--- src/rtl/cpu_pkg.sv ---
// Shared CPU types: register-file address/data widths, the x0 constant and the
// write-back queue entry.
package cpu_pkg;
    localparam int unsigned REG_AW = 5;
    localparam int unsigned XLEN   = 32;

    localparam logic [REG_AW-1:0] REG_X0 = '0;

    typedef struct packed {
        logic [REG_AW-1:0] wa;
        logic [XLEN-1:0]   wd;
    } wb_entry_t;
endpackage

--- src/rtl/wb_bypass_match.sv ---
// Newest-match search for one register read port over the pending
// write-back entries and the register-file output stage.
module wb_bypass_match
    import cpu_pkg::*;
#(
    parameter int unsigned DEPTH = 4
) (
    input  wb_entry_t [DEPTH-1:0]        entries,
    input  logic [$clog2(DEPTH)-1:0]     rd_ptr,
    input  logic [$clog2(DEPTH):0]       count,
    input  logic                         rf_we,
    input  logic [REG_AW-1:0]            rf_wa,
    input  logic [XLEN-1:0]              rf_wd,
    input  logic [REG_AW-1:0]            ra,
    output logic                         hit,
    output logic [XLEN-1:0]              data
);
    localparam int unsigned PW = $clog2(DEPTH);
    localparam int unsigned CW = PW + 1;

    logic              acc_hit;
    logic [XLEN-1:0]   acc_data;
    logic [PW-1:0]     idx;

    // Walk oldest to newest so the last match found is the newest write.
    always_comb begin
        acc_hit  = rf_we && (rf_wa == ra);
        acc_data = rf_wd;
        idx      = rd_ptr;
        for (int k = 0; k < DEPTH; k++) begin
            idx = rd_ptr + PW'(k);
            if ((CW'(k) < count) && (entries[idx].wa == ra)) begin
                acc_hit  = 1'b1;
                acc_data = entries[idx].wd;
            end
        end
    end

    assign hit  = acc_hit && (ra != REG_X0);
    assign data = hit ? acc_data : '0;
endmodule

--- src/rtl/wb_queue.sv ---
// Write-back queue: merges ALU and load results (ALU first) into a circular
// FIFO drained one entry per cycle into a registered register-file write port.
// Define WB_BYPASS_EN to enable the pending-write forwarding to ra1/ra2.
module wb_queue
    import cpu_pkg::*;
#(
    parameter int unsigned DEPTH = 4
) (
    input  logic                     clk,
    input  logic                     rst_n,
    input  logic                     alu_valid,
    input  logic [REG_AW-1:0]        alu_wa,
    input  logic [XLEN-1:0]          alu_wd,
    output logic                     alu_ready,
    input  logic                     ld_valid,
    input  logic [REG_AW-1:0]        ld_wa,
    input  logic [XLEN-1:0]          ld_wd,
    output logic                     ld_ready,
    output logic                     rf_we,
    output logic [REG_AW-1:0]        rf_wa,
    output logic [XLEN-1:0]          rf_wd,
    input  logic [REG_AW-1:0]        ra1,
    input  logic [REG_AW-1:0]        ra2,
    output logic                     byp1_hit,
    output logic [XLEN-1:0]          byp1_data,
    output logic                     byp2_hit,
    output logic [XLEN-1:0]          byp2_data,
    output logic [$clog2(DEPTH):0]   count,
    output logic                     full,
    output logic                     empty
);
    localparam int unsigned PW = $clog2(DEPTH);
    localparam int unsigned CW = PW + 1;

    wb_entry_t [DEPTH-1:0] mem;
    logic [PW-1:0]         wr_ptr;
    logic [PW-1:0]         rd_ptr;
    logic [CW-1:0]         cnt;
    logic                  push;
    logic                  pop;
    wb_entry_t             push_entry;

    assign full      = (cnt == CW'(DEPTH));
    assign empty     = (cnt == '0);
    assign count     = cnt;
    assign alu_ready = !full;
    assign ld_ready  = !full && !alu_valid;
    assign pop       = !empty;

    // Writes to x0 complete the handshake but are dropped here.
    always_comb begin
        push       = 1'b0;
        push_entry = '{wa: ld_wa, wd: ld_wd};
        if (alu_valid && alu_ready) begin
            push       = (alu_wa != REG_X0);
            push_entry = '{wa: alu_wa, wd: alu_wd};
        end else if (ld_valid && ld_ready) begin
            push       = (ld_wa != REG_X0);
        end
    end

    always_ff @(posedge clk or negedge rst_n) begin
        if (!rst_n) begin
            wr_ptr <= '0;
            rd_ptr <= '0;
            cnt    <= '0;
            rf_we  <= 1'b0;
            rf_wa  <= '0;
            rf_wd  <= '0;
        end else begin
            if (push) wr_ptr <= wr_ptr + PW'(1);
            if (pop)  rd_ptr <= rd_ptr + PW'(1);
            case ({push, pop})
                2'b10:   cnt <= cnt + CW'(1);
                2'b01:   cnt <= cnt - CW'(1);
                default: cnt <= cnt;
            endcase
            rf_we <= pop;
            if (pop) begin
                rf_wa <= mem[rd_ptr].wa;
                rf_wd <= mem[rd_ptr].wd;
            end
        end
    end

    // Entry storage needs no reset; validity is tracked by the pointers.
    always_ff @(posedge clk) begin
        if (push) mem[wr_ptr] <= push_entry;
    end

`ifdef WB_BYPASS_EN
    wb_bypass_match #(.DEPTH(DEPTH)) u_byp1 (
        .entries (mem),
        .rd_ptr  (rd_ptr),
        .count   (cnt),
        .rf_we   (rf_we),
        .rf_wa   (rf_wa),
        .rf_wd   (rf_wd),
        .ra      (ra1),
        .hit     (byp1_hit),
        .data    (byp1_data)
    );

    wb_bypass_match #(.DEPTH(DEPTH)) u_byp2 (
        .entries (mem),
        .rd_ptr  (rd_ptr),
        .count   (cnt),
        .rf_we   (rf_we),
        .rf_wa   (rf_wa),
        .rf_wd   (rf_wd),
        .ra      (ra2),
        .hit     (byp2_hit),
        .data    (byp2_data)
    );
`else
    logic unused_ra;
    assign unused_ra = ^{ra1, ra2};
    assign byp1_hit  = 1'b0;
    assign byp1_data = '0;
    assign byp2_hit  = 1'b0;
    assign byp2_data = '0;
`endif
endmodule

--- config.mk ---
export PLATFORM = sky130hd
export DESIGN_NAME = wb_queue
export DESIGN_NICKNAME = d
export VERILOG_FILES = /design/src/rtl/cpu_pkg.sv /design/src/rtl/wb_bypass_match.sv /design/src/rtl/wb_queue.sv
export SDC_FILE = /design/constraint.sdc
export NUM_CORES = 1
export LEC_CHECK = 0
export BUFFER_PORTS_ARGS = -buffer_cell sky130_fd_sc_hd__buf_2
export CORE_UTILIZATION = 58
export CTS_CLUSTER_DIAMETER = 60
export DETAILED_ROUTE_END_ITERATION = 16
export HOLD_SLACK_MARGIN = 0.15
export PLACE_DENSITY = 0.86
export SETUP_SLACK_MARGIN = 0.1
export SYNTH_ARGS = -nofsm -noshare
export SYNTH_HDL_FRONTEND = slang
export SYNTH_SLANG_ARGS = --single-unit
--- constraint.sdc ---
create_clock -name clk -period 4.8 [get_ports clk]
set_input_delay 0.72 -clock clk [delete_from_list [all_inputs] [get_ports clk]]
set_output_delay 0.72 -clock clk [all_outputs]
set_load 0.02 [all_outputs]
Yosys cells after proc, flatten, opt, wreduce, memory -nomap -nowiden
Index checks and enable logic that the tools add are counted.

operators by class
  reduce and logical (&&, ||, !) cells = 11
  $lt $le $gt $ge = 3
  add/subtract/negate cells = 4
  eq/ne operators = 3
  muxes and demuxes = 9

operators by type and width
  cell                                                        number
  bitwise mux 148 bit                                         1
  2-to-1 mux 37 bit                                           3
  binary-select mux 37 bit (select 2 bit)                     1
  demux 37 bit (select 2 bit)                                 1
  nonzero test 5 bit                                          2
  less-than comparator 2 x 3 -> 1 bit, second input constant  2
  case mux 3 bit (2 select lines)                             1
  adder 2 x 1 -> 2 bit, second input constant                 2
  logical AND 1 bit                                           4
  adder 3 x 1 -> 3 bit, second input constant                 1
  == test 3 bit, second input constant                        1
  logical NOT 1 bit                                           3
  logical NOT 3 bit                                           1
  subtractor 3 x 1 -> 3 bit, second input constant            1
  == test 2 x 1 -> 1 bit, second input constant               1
  == test 2 bit, second input constant                        1
  >= comparator 2 x 1 -> 1 bit, second input constant         1
  2-to-1 mux 1 bit                                            2
  nonzero test 2 bit                                          1

storage, ports and cells
  output and inout bits = 111
  input bits = 88
  register bits after elaboration = 193
  word-level logic and storage cells = 44

Logic depth before layout (Yosys ltp)
Gate-level depths: netlist of the first run.

  word-level depth = 8
  depth in mapped cells = 12
  gate-level depth less buffers = 12

Worst setup path before layout of the first run
No wires, ideal clock.

  path type = input-to-reg
  from = input ld_wa[2]
  to = register cnt[2] (netlist: count[2])
  path buffers = 0
  stages on the path = 10
  path slack = 2.223 ns
  required time = 4.720 ns
  setup time = 0.080 ns
  arrival time = 2.497 ns
  cells stage by stage = or4_4 -> nor2_4 -> o32ai_4 -> inv_1 -> ha_1 -> inv_1 -> fa_1 -> xor2_1 -> nor2_1 -> xor2_1

between the ends
  word-level cells in the longest chain between the ends = 5
  elaborated cells between the ends (all ways) = 7
  classes of those cells = eq/ne (2); mux (3); reduce/logical (2)

RTL lines
  item                                                                   RTL line        source
  start, declared                                                        wb_queue.sv:16  input logic [REG_AW-1:0] ld_wa,
  nonzero test 5 bit *                                                   wb_queue.sv:58  push = (ld_wa != REG_X0);
  2-to-1 mux 1 bit *                                                     wb_queue.sv:57  end else if (ld_valid && ld_ready) begin
  2-to-1 mux 1 bit *                                                     wb_queue.sv:54  if (alu_valid && alu_ready) begin
  == test 2 x 1 -> 1 bit or == test 2 bit (tied branches)                wb_queue.sv:73  case ({push, pop})
  case mux 3 bit (2 select lines) or nonzero test 2 bit (tied branches)  -
  end signal, assigned                                                   wb_queue.sv:74  2'b10: cnt <= cnt + CW'(1);
  end signal, assigned                                                   wb_queue.sv:75  2'b01: cnt <= cnt - CW'(1);
  end signal, assigned                                                   wb_queue.sv:76  default: cnt <= cnt;
  end, declared                                                          wb_queue.sv:38  logic [CW-1:0] cnt;

Every way passes the cells marked *; elsewhere a longest branch is shown, timed or not.
A chain may end at the register's enable or synchronous reset.

Worst setup path in the final report of the first run
  from = register cnt[1] (netlist: count[1])
  to = register cnt[2] (netlist: count[2])

between the ends
  word-level cells in the longest chain between the ends = 8
  elaborated cells between the ends (all ways) = 15
  classes of those cells = add/sub (2); eq/ne (3); mux (3); reduce/logical (7)

RTL lines
  item                                                                   RTL line                        source
  == test 3 bit                                                          wb_queue.sv:43                  assign full = (cnt == CW'(DEPTH));
  logical NOT 1 bit                                                      wb_queue.sv:46, wb_queue.sv:47
  logical AND 1 bit                                                      wb_queue.sv:47                  assign ld_ready = !full && !alu_valid;
  logical AND 1 bit                                                      wb_queue.sv:57
  2-to-1 mux 1 bit                                                       wb_queue.sv:57
  2-to-1 mux 1 bit                                                       wb_queue.sv:54
  == test 2 x 1 -> 1 bit or == test 2 bit (tied branches)                wb_queue.sv:73
  case mux 3 bit (2 select lines) or nonzero test 2 bit (tied branches)  -

Several ways; a longest one is shown, not always the timed one.

==> results of run 1 <==
## power by group through the flow
| stage | logic (W) | clock network, W | registers [W] |
|---|---|---|---|
| CTS | 0.00194 | 0.00142 | 0.00273 |
| finish | 0.00190 | 0.00140 | 0.00272 |
| floorplan | 0.00133 | 0 | 0.00282 |
| global placement | 0.00187 | 0 | 0.00271 |
| detailed placement | 0.00193 | 0 | 0.00276 |
| global route | 0.00208 | 0.00148 | 0.00278 |
## cell type report
type                       count  share of cell area (%)
sequential                   193                    59.9
multi-input combinational    281                    24.1
timing repair buffer         125                    6.81
clock buffer                  19                    4.66
tap                          180                    2.42
clock inverter                13                    1.76
inverter                       8                   0.323
## registers in the layout, indices dropped and copies added, names as in the netlist
name / count
count: 3
mem: 148
rd_ptr: 2
rf_wa: 5
rf_wd: 32
rf_we: 1
wr_ptr: 2
## synthesized netlist by cell type, drive strengths merged
cell type  number
edfxtp        148
nand2         112
buf            82
dfrtp          45
mux2           38
mux4           37
inv             8
clkbuf          5
ha              5
and2            4
nor2            4
xnor2           4
nand2b          2
or4             2
xor2            2
conb            1
fa              1
mux2i           1
nand3           1
o32ai           1
or3             1
## stage by stage
stage / power (W) / setup slack [ps] / std cells / hold WS [ps]
finish: 0.00603 / 1950 / 819 / 405
global route: 0.00635 / 1750 / 819 / 456
CTS: 0.00610 / 1900 / 819 / 424
detailed placement: 0.00470 / 1830 / 787 / 451
global placement: 0.00458 / 1940 / 787 / 446
floorplan: 0.00415 / 2220 / 569 / 424
## cell usage in the layout (no fill, tap or decap), types with 2 or more instances in the layout
cell and n:
ha_1 5, xnor2_1 4, xor2_1 2, mux4_2 37, nor2_4 2, nor2_1 2, bufinv_16 3, dfrtp_2 2
or4_4 2, conb_1 66, mux2_1 5, buf_4 3, clkbuf_1 2, buf_2 122, clkinv_4 4, nand2_1 112
inv_2 2, mux2_4 5, edfxtp_1 148, clkinvlp_4 4, inv_1 6, dfrtp_1 43, mux2_2 28, and2_2 4
clkbuf_16 17
## kinds of logic after synthesis
kind of cell               share of synthesized area [%]
DFF                                                 67.7
buffers and inverters                               7.99
and+or+nand+nor                                     6.56
other                                             0.0456
xor gates and xnor gates                           0.639
adders and majority gates                           1.00
AOI/OAI and AO/OA                                  0.335
muxes                                               15.7
## final timing paths
check | cells after the start | startpoint | slack (ps) | endpoint
max in group asynchronous | 2 | rst_n | 3930 | rd_ptr[0]
worst min register to register | 2 | rf_wd[7] | 460 | rf_wd[7]
worst min-delay path | 2 | rst_n | 400 | rf_wd[4]
worst max register to register | 12 | count[1] | 1950 | count[2]
worst max-delay path | 12 | count[1] | 1950 | count[2]
min in group clk | 2 | rf_wd[7] | 460 | rf_wd[7]
## worst max-delay path: stages, from the launching register on
cell	delay, ps
dfrtp_1	400
inv_1	140
nand3_2	120
inv_2	120
nand2b_4	530
o32ai_4	260
inv_1	100
ha_1	180
inv_1	70
fa_1	370
xor2_1	150
nor2_1	140
xor2_1	180
## layer usage
layer	wire, µm	global-route usage, %
met1	5910	27.0
met2	7330	35.5
met4	208	7.25
met5	0	0
met3	772	4.79
==> qor.csv, run 1 <==
stage,metric,value,unit
cts,# H-tree levels,4,
synthesis,Synth cell types,28,
timing,Final Setup Violations,0,
detailed_routing,first-pass detailed-route iteration total,4,
floorplanning,Die Width,121,µm
floorplanning,placeable core area,13900,µm²
power,sequential power share,45.1,%
run_status,status,"finished, final reports clean",
detailed_routing,WL final,14200,µm
run,Max-cap violations,0,
cts,hold buffer count at cts,0,
synthesis,Synth Instances,504,
power,P_int,0.00404,W
synthesis,Syn Std Cell Area,8220,µm²
layout,layout cells sized above 1,37.6,%
detailed_routing,Final ANT Viol Nets,0,
critical_path,CP arrival,3200,ps
power,Comb pwr share,31.6,%
layout,Sequential cell area,5570,µm²
global_route,GR Util All Layers,21.1,%
timing,post-route setup TNS,0,ps
layout,n_diodes,0,
detailed_routing,DRT iter0 DRCs,170,
cts,CTS-repair resized insts,0,
critical_path,class of the most critical setup path,flop to flop,
floorplanning,Die H,121,µm
power,pwr/cell area,648,nW/µm²
detailed_routing,Vias/cell,5.23,
place,gpl congestion,0.763,
critical_path,CP Capture Type,flop,
critical_path,crit path launch type,flop,
place,hpwl dp,8720,µm
cts,CTS tree,built,
cts,clk root buf,clkbuf_16,
timing,slew margin rel.,31.8,%
layout,post-route cell area,9300,µm²
global_route,initial antenna violation count,0,
floorplanning,Initial Util,59.2,%
cts,clk_lat worst skew,430,ps
timing,Clock Skew,8.58,ps
detailed_routing,wire length per cell,17.4,µm
detailed_routing,Residual DRC,0,
power,clock power share,23.3,%
synthesis,"Avg Cell Area, Syn",16.3,µm²
timing,worst slew pin tran,1020,ps
floorplanning,IO Pins,199,
place,placed inst area,8700,µm²
place,I/O Buffers,122,
global_route,vias in the first global route,4236,
power,switching fraction of total power,32.9,%
timing,Final Max Tran Viols,0,
cts,TritonCTS Buffers,17,
global_route,gr ovfl total,0,
synthesis,cell taking the most area after synthesis,edfxtp_1,
critical_path,Crit path required time,5150,ps
cts,clk buf depth,2,
synthesis,Synth top area share,54.0,%
timing,crit share post-route,59.4,%
layout,Layout Nets,720,
synthesis,Yosys reg bits,193,
layout,Fillers,938,
synthesis,Synth Warn #,0,
hold_path,Hold WC Path Type,input port to asynchronous set/reset pin,
power,VDD IR max,0.000377,V
power,Switch Pwr,0.00198,W
layout,area grow syn2layout,13.1,%
timing,crit path time final,2850,ps
cts,clock sinks,193,
cts,"CTS clk-pin slew, worst paths",60,ps
floorplanning,overall die area,14700,µm²
power,LEAKAGE,3.76,nW
layout,area of the multi-input gates,2240,µm²
timing,RSZ-0062 raised after global routing,no,
layout,Final Util,67.0,%
floorplanning,site row count,43,
critical_path,worst-path fanout max,38,
synthesis,post-synthesis sequential area ratio,67.7,%
synthesis,dominant cells by area after synthesis,"edfxtp_1 54%, dfrtp_1 14%, mux4_2 10%",
cts,Post-CTS Setup Bufs,0,
detailed_routing,Vias,4280,
timing,fmax,351,MHz
global_route,largest net degree at the start of global routing,46,
global_route,global-route wire length before repair,22200,µm
timing,final hold vios,0,
Note: power is estimated with default switching activity, not from simulation.
==> run 2: changes to the inputs <==
- ABC_AREA: not set -> 1
- CORE_UTILIZATION: 58 -> 48
- PLACE_DENSITY: 0.86 -> 0.76
- clock period: 4.8 -> 2.6 ns (I/O delays scaled with it)
==> qor.csv, run 2 <==
stage,metric,value,unit,change
cts,clk root buf,clkbuf_16,,unchanged
run_status,status,"finished, final reports clean",,unchanged
timing,crit share post-route,89.2,%,
place,DP Worst Slack,455,ps,was 1830 ps
layout,Sequential cell area,5570,µm²,about the same
floorplanning,overall die area,17900,µm²,was 14700 µm²
critical_path,CP Capture Type,output port,,was flop
floorplanning,Die H,134,µm,was 121 µm
synthesis,dominant synthesized flop cell,edfxtp_1,,unchanged
layout,Fillers,1372,,was 938
timing,Final Max Tran Viols,0,,unchanged
synthesis,Synth top area share,53.4,%,was 54.0%
layout,n_diodes,0,,unchanged
cts,TritonCTS Buffers,17,,unchanged
detailed_routing,wire length per cell,15.2,µm,was 17.4 µm
synthesis,Syn Std Cell Area,8330,µm²,was 8220 µm²
timing,crit path time final,2320,ps,
power,LEAKAGE,4.13,nW,was 3.76 nW
floorplanning,site row count,47,,was 43
cts,clock sinks,193,,unchanged
layout,max reg flops,148,,unchanged
global_route,global-route wire length before repair,26600,µm,was 22200 µm
layout,layout cells sized above 1,20.1,%,was 37.6%
synthesis,post-synthesis sequential area ratio,66.9,%,was 67.7%
critical_path,R2R setup slack,450,ps,was 1950 ps
power,VDD IR max,0.000697,V,was 0.000377 V
timing,RSZ-0062 raised after global routing,no,,unchanged
detailed_routing,Residual DRC,0,,unchanged
place,gpl congestion,0.790,,was 0.763
cts,CTS tree,built,,unchanged
floorplanning,placeable core area,16800,µm²,was 13900 µm²
layout,most frequent cells in the layout,"225 x nand2_1, 148 x edfxtp_1, 122 x buf_2",,"was 148 x edfxtp_1, 122 x buf_2, 112 x nand2_1"
cts,# H-tree levels,4,,unchanged
floorplanning,IO Pins,199,,unchanged
cts,clk_lat worst skew,420,ps,was 430 ps
detailed_routing,DRT iter0 DRCs,428,,was 170
cts,clk buf depth,2,,unchanged
place,hpwl dp,10500,µm,was 8720 µm
critical_path,crit path launch type,flop,,unchanged
critical_path,CP arrival,1930,ps,was 3200 ps
critical_path,class of the most critical setup path,flop to output port,,was flop to flop
detailed_routing,Final ANT Viol Nets,0,,unchanged
layout,Top Registers,"mem (148), rf_wd (32), rf_wa (5)",,unchanged
layout,area of the multi-input gates,2260,µm²,was 2240 µm²
global_route,initial antenna violation count,0,,unchanged
critical_path,Crit path required time,2210,ps,was 5150 ps
synthesis,synth cell count leaders,"225 x nand2_1, 148 x edfxtp_1, 83 x nor2_1",,"was 148 x edfxtp_1, 112 x nand2_1, 69 x buf_4"
global_route,GR Util All Layers,19.8,%,was 21.1%
floorplanning,Initial Util,49.7,%,was 59.2%
timing,Final Setup Violations,0,,unchanged
floorplanning,Die Width,134,µm,was 121 µm
synthesis,"Avg Cell Area, Syn",10.9,µm²,was 16.3 µm²
cts,"CTS clk-pin slew, worst paths",70,ps,was 60 ps
cts,Post-CTS Setup Bufs,0,,unchanged
power,pwr/cell area,1240,nW/µm²,was 648 nW/µm²
timing,Clock Skew,7.42,ps,was 8.58 ps
run,Max-cap violations,0,,unchanged
layout,post-route cell area,9600,µm²,was 9300 µm²
synthesis,Yosys reg bits,193,,unchanged
place,placed inst area,8970,µm²,was 8700 µm²
global_route,largest net degree at the start of global routing,44,,was 46
timing,worst slew pin tran,748,ps,was 1020 ps
cts,CTS-repair resized insts,0,,unchanged
critical_path,worst-path fanout max,41,,was 38
timing,final worst slack,280,ps,was 1950 ps
power,Tot Pwr,0.0119,W,was 0.00603 W
synthesis,Synth Instances,767,,was 504
timing,post-route setup TNS,0,ps,unchanged
layout,"commonest non-fill, non-tap cell in the layout",nand2_1,,was edfxtp_1
cts,hold buffer count at cts,1,,was 0
detailed_routing,first-pass detailed-route iteration total,4,,unchanged
synthesis,asr flop ratio synth,23.3,%,unchanged
synthesis,top-count cell post-synth,nand2_1,,was edfxtp_1
global_route,gr ovfl total,0,,unchanged
detailed_routing,WL final,17000,µm,was 14200 µm
global_route,vias in the first global route,5231,,was 4236
synthesis,dominant cells by area after synthesis,"edfxtp_1 53%, dfrtp_1 14%, nand2_1 10%",,"was edfxtp_1 54%, dfrtp_1 14%, mux4_2 10%"
detailed_routing,Vias,5520,,was 4280
synthesis,Synth Warn #,0,,unchanged
timing,slew margin rel.,50.1,%,was 31.8%
detailed_routing,Vias/cell,4.92,,was 5.23
layout,Top reg by flops,mem,,unchanged
synthesis,cell taking the most area after synthesis,edfxtp_1,,unchanged
timing,fmax,431,MHz,
layout,Layout Nets,982,,was 720
synthesis,number of flops mapped to enable cells by yosys,148,,unchanged
synthesis,Synth cell types,24,,was 28
timing,final hold vios,0,,unchanged
layout,area grow syn2layout,15.2,%,was 13.1%
place,I/O Buffers,122,,unchanged
hold_path,Hold WC Path Type,input port to flop,,was input port to asynchronous set/reset pin
-- run 2: cell types whose count changed after synthesis, sizes merged, moves of 10 or more --
cell / change
mux2: -38
o22ai: +37
nor2: +80
clkbuf: +10
inv: +14
o21ai: +80
mux4: -37
nand2: +114
-- run 2: report_power, final --
group	internal (W)	switching, W	total, W
clock network	0.00162	0.00108	0.00270
logic	0.00127	0.00303	0.00430
registers	0.00454	0.000374	0.00491
total	0.00743	0.00448	0.0119
-- run 2: path summary, 6_finish.rpt --
| path | startpoint | endpoint | depth (start not counted) |
|---|---|---|---|
| worst max-delay path | count[2] | empty | 5 |
| worst min-delay path | alu_wd[20] | mem[20] | 3 |
| worst max register to register | count[0] | count[2] | 11 |
| worst min register to register | rf_wd[16] | rf_wd[16] | 2 |
| max in group asynchronous | rst_n | rf_wd[11] | 3 |
| min in group asynchronous | rst_n | count[1] | 2 |
-- run 2: logic make-up after synthesis --
kind of cell	after synthesis	share of synthesized area, %
simple gates	316	14.5
fa+ha+maj	6	0.992
flops	193	66.9
xor+xnor	4	0.421
buf+inv	127	9.24
compound gates	120	7.95
other cells	1	0.0450
-- run 2: cell type report --
cell class	count	share of cell area [%]
repair buffers	142	8.21
inverters	22	0.861
clock inverters	12	1.88
well taps	220	2.87
multi-input cells	512	23.6
flip-flops and latches	193	58.1
clock buffers	20	4.55
-- run 2: per-layer routing --
metal | track usage [%] | wire length (µm)
met2 | 33.0 | 8610
met3 | 4.22 | 949
met5 | 0 | 0
met1 | 25.2 | 7220
met4 | 7.77 | 228
-- run 2: worst max-delay path, cell delays in order, from the launching register on --
cell and delay [ps]:
dfrtp_1 450, inv_1 110, nand2_2 90, buf_4 460
inv_1 190, buf_2 200
-- run 2: per-stage QoR --
stage / hold WS, ps / cells / util, %
final: 309 / 1121 / 57.3
after global routing: 316 / 1121 / 57.3
after CTS: 290 / 1121 / 57.3
after detailed placement: 461 / 1088 / 53.5
after global placement: 458 / 1088 / 53.5
after floorplan: 94.4 / 832 / -
